--- src/rtl/fp_div_wb.sv ---
// Writeback stage behind the combinational double divider: saturates wrapped exponents,
// raises {NV,DZ,OF,UF}, queues results in a small valid/ready FIFO, keeps sticky flags.
module fp_div_wb #(
   parameter int DEPTH = 2,
   parameter int TAG_W = 4
) (
   input  logic             clk,
   input  logic             rst_n,
   input  logic             in_valid,
   output logic             in_ready,
   input  logic [63:0]      in_a,
   input  logic [63:0]      in_b,
   input  logic [63:0]      in_q,
   input  logic [TAG_W-1:0] in_tag,
   output logic             out_valid,
   input  logic             out_ready,
   output logic [63:0]      out_result,
   output logic [3:0]       out_flags,
   output logic [TAG_W-1:0] out_tag,
   output logic [3:0]       fflags,
   input  logic             fflags_clr
);
   localparam int PTR_W = (DEPTH > 1) ? $clog2(DEPTH) : 1;
   localparam int CNT_W = $clog2(DEPTH) + 1;

   logic [10:0]        exp_a, exp_b;
   logic [51:0]        frac_a, frac_b;
   logic               zero_a, zero_b, inf_a, inf_b, nan_a, nan_b;
   logic               special, sign, nv, dz, mant_lt;
   logic [10:0]        ea, eb;
   logic signed [12:0] e;
   logic [63:0]        corr_result;
   logic [3:0]         corr_flags;

   assign exp_a  = in_a[62:52];
   assign exp_b  = in_b[62:52];
   assign frac_a = in_a[51:0];
   assign frac_b = in_b[51:0];
   assign zero_a = (exp_a == 11'd0) && (frac_a == 52'd0);
   assign zero_b = (exp_b == 11'd0) && (frac_b == 52'd0);
   assign inf_a  = (exp_a == 11'h7FF) && (frac_a == 52'd0);
   assign inf_b  = (exp_b == 11'h7FF) && (frac_b == 52'd0);
   assign nan_a  = (exp_a == 11'h7FF) && (frac_a != 52'd0);
   assign nan_b  = (exp_b == 11'h7FF) && (frac_b != 52'd0);
   assign special = zero_a | zero_b | inf_a | inf_b | nan_a | nan_b;
   assign sign   = in_a[63] ^ in_b[63];
   assign nv     = nan_a | nan_b | (zero_a & zero_b) | (inf_a & inf_b);
   assign dz     = zero_b & ~zero_a & ~nan_a & ~inf_a;

   // Subnormal operands use an effective exponent of 1 with no hidden bit.
   assign ea      = (exp_a != 11'd0) ? exp_a : 11'd1;
   assign eb      = (exp_b != 11'd0) ? exp_b : 11'd1;
   assign mant_lt = {exp_a != 11'd0, frac_a} < {exp_b != 11'd0, frac_b};
   assign e       = $signed({2'b00, ea}) - $signed({2'b00, eb}) + 13'sd1023
                    - $signed({12'd0, mant_lt});

   always_comb begin
      corr_result = in_q;
      corr_flags  = 4'b0000;
      if (special) begin
         corr_flags = {nv, dz, 2'b00};
      end else if (e >= 13'sd2047) begin
         corr_result = {sign, 11'h7FF, 52'd0};
         corr_flags  = 4'b0010;
      end else if (e <= 13'sd0) begin
         corr_result = {sign, 63'd0};
         corr_flags  = 4'b0001;
      end
   end

   logic [63:0]      mem_result [DEPTH];
   logic [3:0]       mem_flags  [DEPTH];
   logic [TAG_W-1:0] mem_tag    [DEPTH];
   logic [PTR_W-1:0] wr_ptr, rd_ptr;
   logic [CNT_W-1:0] count;
   logic             push, pop;

   assign in_ready  = (count != CNT_W'(DEPTH));
   assign out_valid = (count != '0);
   assign push      = in_valid && in_ready;
   assign pop       = out_valid && out_ready;

   assign out_result = out_valid ? mem_result[rd_ptr] : 64'd0;
   assign out_flags  = out_valid ? mem_flags[rd_ptr]  : 4'd0;
   assign out_tag    = out_valid ? mem_tag[rd_ptr]    : '0;

   always_ff @(posedge clk) begin
      if (push) begin
         mem_result[wr_ptr] <= corr_result;
         mem_flags[wr_ptr]  <= corr_flags;
         mem_tag[wr_ptr]    <= in_tag;
      end
   end

   always_ff @(posedge clk) begin
      if (!rst_n) begin
         wr_ptr <= '0;
         rd_ptr <= '0;
         count  <= '0;
         fflags <= 4'd0;
      end else begin
         if (push) wr_ptr <= wr_ptr + PTR_W'(1);
         if (pop)  rd_ptr <= rd_ptr + PTR_W'(1);
         case ({push, pop})
            2'b10:   count <= count + CNT_W'(1);
            2'b01:   count <= count - CNT_W'(1);
            default: count <= count;
         endcase
         // Flags of an entry released during a clear survive the clear.
         if (pop)
            fflags <= (fflags_clr ? 4'd0 : fflags) | out_flags;
         else if (fflags_clr)
            fflags <= 4'd0;
      end
   end
endmodule

--- config.mk ---
export PLATFORM = sky130hd
export DESIGN_NAME = fp_div_wb
export DESIGN_NICKNAME = d
export VERILOG_FILES = /design/src/rtl/fp_div_wb.sv
export SDC_FILE = /design/constraint.sdc
export NUM_CORES = 1
export LEC_CHECK = 0
export ABC_CLOCK_PERIOD_IN_PS = 7900
export CAP_MARGIN = 5
export CORE_ASPECT_RATIO = 1.25
export CORE_MARGIN = 3
export CORE_UTILIZATION = 67
export CTS_BUF_LIST = sky130_fd_sc_hd__clkbuf_4 sky130_fd_sc_hd__clkbuf_8
export CTS_CLUSTER_SIZE = 30
export DETAILED_ROUTE_END_ITERATION = 8
export DONT_BUFFER_PORTS = 1
export GPL_ROUTABILITY_DRIVEN = 0
export PLACE_DENSITY = 0.83
export SETUP_SLACK_MARGIN = 0.02
export SLEW_MARGIN = 20
export SYNTH_ARGS = -nofsm -noshare
export SYNTH_HDL_FRONTEND = slang
export SYNTH_SLANG_ARGS = --single-unit
--- constraint.sdc ---
create_clock -name clk -period 7.9 [get_ports clk]
set_input_delay 1.58 -clock clk [delete_from_list [all_inputs] [get_ports clk]]
set_output_delay 1.58 -clock clk [all_outputs]
set_load 0.005 [all_outputs]
==> Word-level counts from Yosys, hierarchy flattened <==
Memory sizes are Yosys's and may differ from the RTL's. A register that Yosys moved wholly into a read port is not among the register bits.
Index checks and enable logic that the tools add are counted.
{ "classes": {"addsub": 7, "multipliers": 0, "n_div": 0, "order_cmp": 3, "eq_ne": 5, "n_shift": 0, "mux": 22, "n_bitwise": 18, "n_reduce_logical": 18} }
{ "ops": {"columns": ["op", "count"], "rows": [
  ["2-to-1 mux 64 bit", 4],
  ["zero test 52 bit", 2],
  ["nonzero test 52 bit", 2],
  ["less-than comparator 53 bit", 1],
  ["== test 11 bit (second input constant)", 2],
  ["zero test 11 bit", 2],
  ["2-to-1 mux 11 bit", 2],
  ["nonzero test 11 bit", 2],
  ["2-to-1 mux 4 bit", 5],
  ["adder 12 x 11 -> 13 bit (second input constant)", 1],
  ["greater-or-equal comparator 13 x 12 -> 1 bit (second input constant)", 1],
  ["less-or-equal comparator 13 x 1 -> 1 bit (second input constant)", 1],
  ["subtractor 13 x 2 -> 13 bit", 1],
  ["subtractor 11 x 11 -> 12 bit", 1],
  ["2-to-1 mux 1 bit", 9],
  ["logical AND 1 bit", 8],
  ["bitwise OR 1 bit", 8],
  ["AND 1 bit", 5],
  ["bitwise OR 4 bit", 1],
  ["case mux 2 bit (2 select lines)", 1],
  ["nonzero test 2 bit", 2],
  ["inverter 1 bit", 3],
  ["adder 1 bit (second input constant)", 2],
  ["adder 2 x 1 -> 2 bit (second input constant)", 1],
  ["6 further kinds", 6]
]} }
{ "word_totals": {"register_bits": 8, "latch_bits": 0, "ram_bits": 144, "mem_bits_ro": 0, "inputBits": 201, "elab_cells": 80, "memories": 3} }
{ "memory_table": {"columns": ["name", "depth", "width", "rd", "rd_clocked_by_memory_dff", "write_ports", "line_no", "rtl"], "rows": [
  ["mem_result", 2, 64, 1, 1, 1, "71", "logic [63:0] mem_result [DEPTH];"],
  ["mem_flags", 2, 4, 1, 1, 1, "72", "logic [3:0] mem_flags [DEPTH];"],
  ["mem_tag", 2, 4, 1, 1, 1, "73", "logic [TAG_W-1:0] mem_tag [DEPTH];"]
]} }

==> Logic depth before layout (Yosys ltp) <==
{ "logic_depth": {"depth_word": 9, "depth_mapped": 27, "mapped_depth_nobuf": 26} }

==> Least setup slack after synthesis <==
OpenSTA, ideal clock, no wires.
{ "synth_path": {"path_type": "in2reg", "from": "in in_a[54]", "to": "mem mem_result[0][63] (data pin)", "setup_time_ns": 0.262, "arrival_time_ns": 5.834, "required_time_ns": 7.638, "path_slack_ns": 1.804, "cell_stages": 21, "n_path_buf": 0, "cell_sequence": "nor4_1 > nand2_1 > nor4_1 > nor2_1 > ha_1 > fa_1 > nor2b_1 > o21ai_0 > nand2b_1 > xor2_1 > inv_1 > ha_1 > inv_1 > o21a_1 > nor3_1 > a21boi_0 > o32ai_1 > xor2_1 > o211ai_2 > a21oi_4 > mux2_4"} }
{ "synth_between": {"elab_chain_cells": 9, "elab_cells_between_ends": 21} }
{ "synth_rtl": {"columns": ["item", "line_no", "rtl"], "rows": [
  ["start: declaration", "11", "input logic [63:0] in_a,"],
  ["nonzero test 11 bit", "51, 53", null],
  ["2-to-1 mux 11 bit", "51", "assign ea = (exp_a != 11'd0) ? exp_a : 11'd1;"],
  ["subtractor 11 x 11 -> 12 bit", "54", "assign e = $signed({2'b00, ea}) - $signed({2'b00, eb}) + 13'sd1023"],
  ["adder 12 x 11 -> 13 bit", "54", null],
  ["subtractor 13 x 2 -> 13 bit", "55", "- $signed({12'd0, mant_lt});"],
  ["less-or-equal comparator 13 x 1 -> 1 bit", "65", "end else if (e <= 13'sd0) begin"],
  ["2-to-1 mux 64 bit", "65", null],
  ["2-to-1 mux 64 bit", "62", "end else if (e >= 13'sd2047) begin"],
  ["2-to-1 mux 64 bit (*)", "60", "if (special) begin"],
  ["net corr_result[63]", "32", "logic [63:0] corr_result;"],
  ["end: declaration", "71", null]
]} }
The timed path passes the listed nets; every way through them passes the cells marked *.

==> Worst setup path after layout <==
{ "layout_path": {"from": "in in_a[53]", "to": "mem mem_result[1][54] (data pin)"} }
Same word-level chain as after synthesis.

==> flow_metrics.py <==
metrics = {
    "clock_tree": {
        "worst_skew_pair.late_latency_ns": 0.43,
        "numClockSinks": 153,
        "cts_tree": "yes",
        "cts.reportedPaths.clkPinSlew_ns": 0.07,
        "cts.path.max_buffers": 2,
        "cts_max_level": 4,
        "post_cts.repair.setup_buffers": 0,
        "clock_tree.root_cell": "sky130_fd_sc_hd__clkbuf_8",
        "post_cts_gate_resize_count": 0,
        "postCtsHoldBufs": 0,
        "cts_inserted_buffers": 17,
    },
    "setup_path": {
        "max_stage_delay_ns": 0.72,
        "start_kind": "input pin",
        "critical-path-top-delay-family": "compound AO/OA/AOI/OAI gates",
        "cp_cell_sequence": "nor4_1, nand2_1, nor4_1, nor2_1, ha_1, fa_1, nor2b_1, o21ai_2, a21oi_1, nor2_1, inv_1, ha_1, nor3_1, o21a_1, nor3_1, a21boi_0, o32ai_1, xor2_1, and4_1, o21ai_1, o21ai_0",
        "worst-setup-path-type": "in -> reg",
        "cp_slowest_cell": "sky130_fd_sc_hd__o21ai_1",
        "critical_path_required_time_ns": 8.02,
        "worst-path-max-fanout": 12,
        "cp_num_buf_inv": 1,
        "critPathArrivalTime_ns": 6.85,
        "type_of_element_capturing_the_critical_path": "register",
    },
    "synthesis": {
        "yosysWarningCount": 0,
        "avg_cell_area_syn_sq_um": 10.8,
        "yosys.area_share.xor_xnor_pct": 1.84,
        "library_cell_with_the_highest_instance_count_after_synthesis": "sky130_fd_sc_hd__edfxtp_1",
        "synth_enable_flop_cells": 144,
        "post-synth-top-area-fraction_pct": 46.4,
        "synth-seq-cells": 153,
        "postSynth.asyncResetShare_pct": 0,
        "synth_fp_nets": 1138,
        "synthesis.instances": 863,
        "synth_common_cells": "sky130_fd_sc_hd__edfxtp_1 (144), sky130_fd_sc_hd__inv_1 (95), sky130_fd_sc_hd__nor2_1 (95)",
        "synth_largest_area_cell": "sky130_fd_sc_hd__edfxtp_1",
        "synthMuxAreaShare_pct": 8.01,
        "synth_simple_gate_area_share_pct": 16.4,
        "synth.top_cells.by_area": "sky130_fd_sc_hd__edfxtp_1 (46%), sky130_fd_sc_hd__ha_1 (9.7%), sky130_fd_sc_hd__mux2i_1 (7.8%)",
        "synth.cell_area_sq_um": 9310,
        "synth-main-ff-cell": "sky130_fd_sc_hd__edfxtp_1",
        "synth-compound-area-share_pct": 9.26,
        "synthDistinctLibCells": 64,
        "synth-adder-area-share_pct": 10.1,
        "dominant_combinational_cell_family_by_area_after_synthesis": "simple AND/OR/NAND/NOR gates",
        "seq_area_frac_synth_pct": 48.4,
    },
    "global_route": {
        "grt_first_pass_wirelength_mm": 34.4,
        "grt_util_all_layers_pct": 28.6,
        "pin_count_of_the_biggest_net_entering_global_routing": 73,
        "antenna_found_initial": 2,
        "grt-ovfl-total": 0,
        "grt_pass1_vias": 7071,
    },
    "drt": {
        "routed_via_density": 6.47,
        "wl_per_cell_um": 21.4,
        "dr.first_iter.drc_count": 445,
        "route.antenna.remaining_nets": 0,
        "drt-total-wl_mm": 22.1,
        "count_of_unresolved_drc_violations_after_routing": 0,
        "via_count": 6696,
        "drt_pre_antenna_iters": 6,
    },
    "floorplanning": {
        "design.core.area_sq_um": 13400,
        "die_height_um": 138,
        "fp-row-count": 47,
        "fp.dieArea_sq_um": 15400,
        "floorplan.die.width_um": 111,
        "initial_core_util_pct": 69.4,
        "pin_count": 279,
    },
    "placement": {
        "dp_hpwl_mm": 17.2,
        "io_port_bufs": 0,
    },
    "timing": {
        "report.final.hold_viol_count": 0,
        "max_freq_ghz": 0.148,
        "period_share_pct": 85.2,
        "final_period_minus_worst_setup_slack_ns": 6.73,
        "clock-skew-final_ns": 0.00629,
        "worst_slew_margin_pct": 32.2,
        "maxSlewViolCount": 0,
        "setup_tns_ns": 0,
        "finalSetupViolations": 0,
        "tightest_slew_ns": 1.02,
        "rsz0062_at_grt": "false",
    },
    "finish": {
        "fillers": 905,
        "drive_above_1_share_pct": 6.15,
        "multi_input_comb_area_sq_um": 4270,
        "final_core_util_pct": 73.2,
        "seqCellArea_sq_um": 4510,
        "finish.net_count": 1124,
        "syn2layout_area_growth_pct": 5.35,
    },
    "power": {
        "leakage_nw": 3.92,
        "pwr_density_cell_nw_per_um2": 283,
        "power.ir.vdd_worst_mv": 0.150,
    },
    "min_path": {
        "hp-class": "reg -> reg",
    },
    "job": {
        "max-cap-violations": 0,
    },
    "run_status": {
        "run_status": "finished clean",
    },
}
tightest hold or removal path, delay by kind of cell (launching register included):
| family | cells | cell delay (ns) |
|---|---|---|
| flip-flops | 1 | 0.36 |
| AO/OA/AOI/OAI | 2 | 0.16 |
metal layers:
metal  wire length (um)  GRT usage [%]
met4               1350           17.5
met5                  0              0
met1               7340           28.2
met3               1920           8.74
met2              11500           52.6
sequential cells by signal, indices dropped and copies added, names as in the netlist, named ones only:
| signal | count |
|---|---|
| count | 2 |
| fflags | 4 |
| mem_flags | 8 |
| mem_result | 128 |
| mem_tag | 8 |
| rd_ptr | 1 |
| wr_ptr | 1 |
report_power, final:
part           switching (mW)  total, mW  internal [mW]
registers              0.0797       1.19           1.11
clock network           0.266      0.610          0.344
logic                   0.616      0.973          0.357
final cells by class:
cell class	instances	area share (%)
repair buffers	5	0.383
inverters	95	3.64
clock buffers	18	2.46
diodes	2	0.0510
clock inverters	14	1.82
multi-input cells	577	43.5
well taps	171	2.18
flip-flops and latches	153	46.0
cells in the final DEF, fill, tap and decap left out, types with 5 or more instances in the layout:
cell type and n:
sky130_fd_sc_hd__edfxtp_1 144, sky130_fd_sc_hd__inv_1 95, sky130_fd_sc_hd__nor2_1 93, sky130_fd_sc_hd__mux2i_1 73, sky130_fd_sc_hd__ha_1 72, sky130_fd_sc_hd__and2_1 61, sky130_fd_sc_hd__nor4_1 35, sky130_fd_sc_hd__a21oi_1 30
sky130_fd_sc_hd__a21o_1 25, sky130_fd_sc_hd__nand4_1 20, sky130_fd_sc_hd__nand2_1 17, sky130_fd_sc_hd__clkbuf_8 17, sky130_fd_sc_hd__nor3_1 15, sky130_fd_sc_hd__o21ai_0 14, sky130_fd_sc_hd__nand3_1 11, sky130_fd_sc_hd__xnor2_1 9
sky130_fd_sc_hd__nand2b_1 9, sky130_fd_sc_hd__nor2b_1 9, sky130_fd_sc_hd__xor2_1 8, sky130_fd_sc_hd__dfxtp_1 8, sky130_fd_sc_hd__o21a_1 6, sky130_fd_sc_hd__o22ai_1 5, sky130_fd_sc_hd__buf_4 5
final timing paths:
path | start | end | slack (ns) | cells after the start
max | in_a[53] | mem_result[1][54] | 1.17 | 21
min | count[1] | count[1] | 0.56 | 2
max reg2reg | count[1] | count[1] | 5.52 | 7
min reg2reg | count[1] | count[1] | 0.56 | 2
cell families after synthesis:
logic type / count (synthesis)
xor gates and xnor gates: 18
DFF: 153
muxes: 74
buffers and inverters: 133
and+or+nand+nor: 290
adders and majority gates: 74
AOI/OAI and AO/OA: 121
per-stage QoR:
step	setup WS, ns	instance area [sq um]	std cells	hold slack, ns	power, mW
final	1.17	9810	1035	0.563	2.77
after global routing	0.648	9810	1035	0.605	2.94
after CTS	1.31	9800	1033	0.561	2.79
after detailed placement	0.861	9380	1001	0.552	2.18
after global placement	1.14	9380	1001	0.522	2.12
after floorplan	1.80	9310	863	0.478	1.97
No activity file was read; power rests on OpenSTA's default activity.
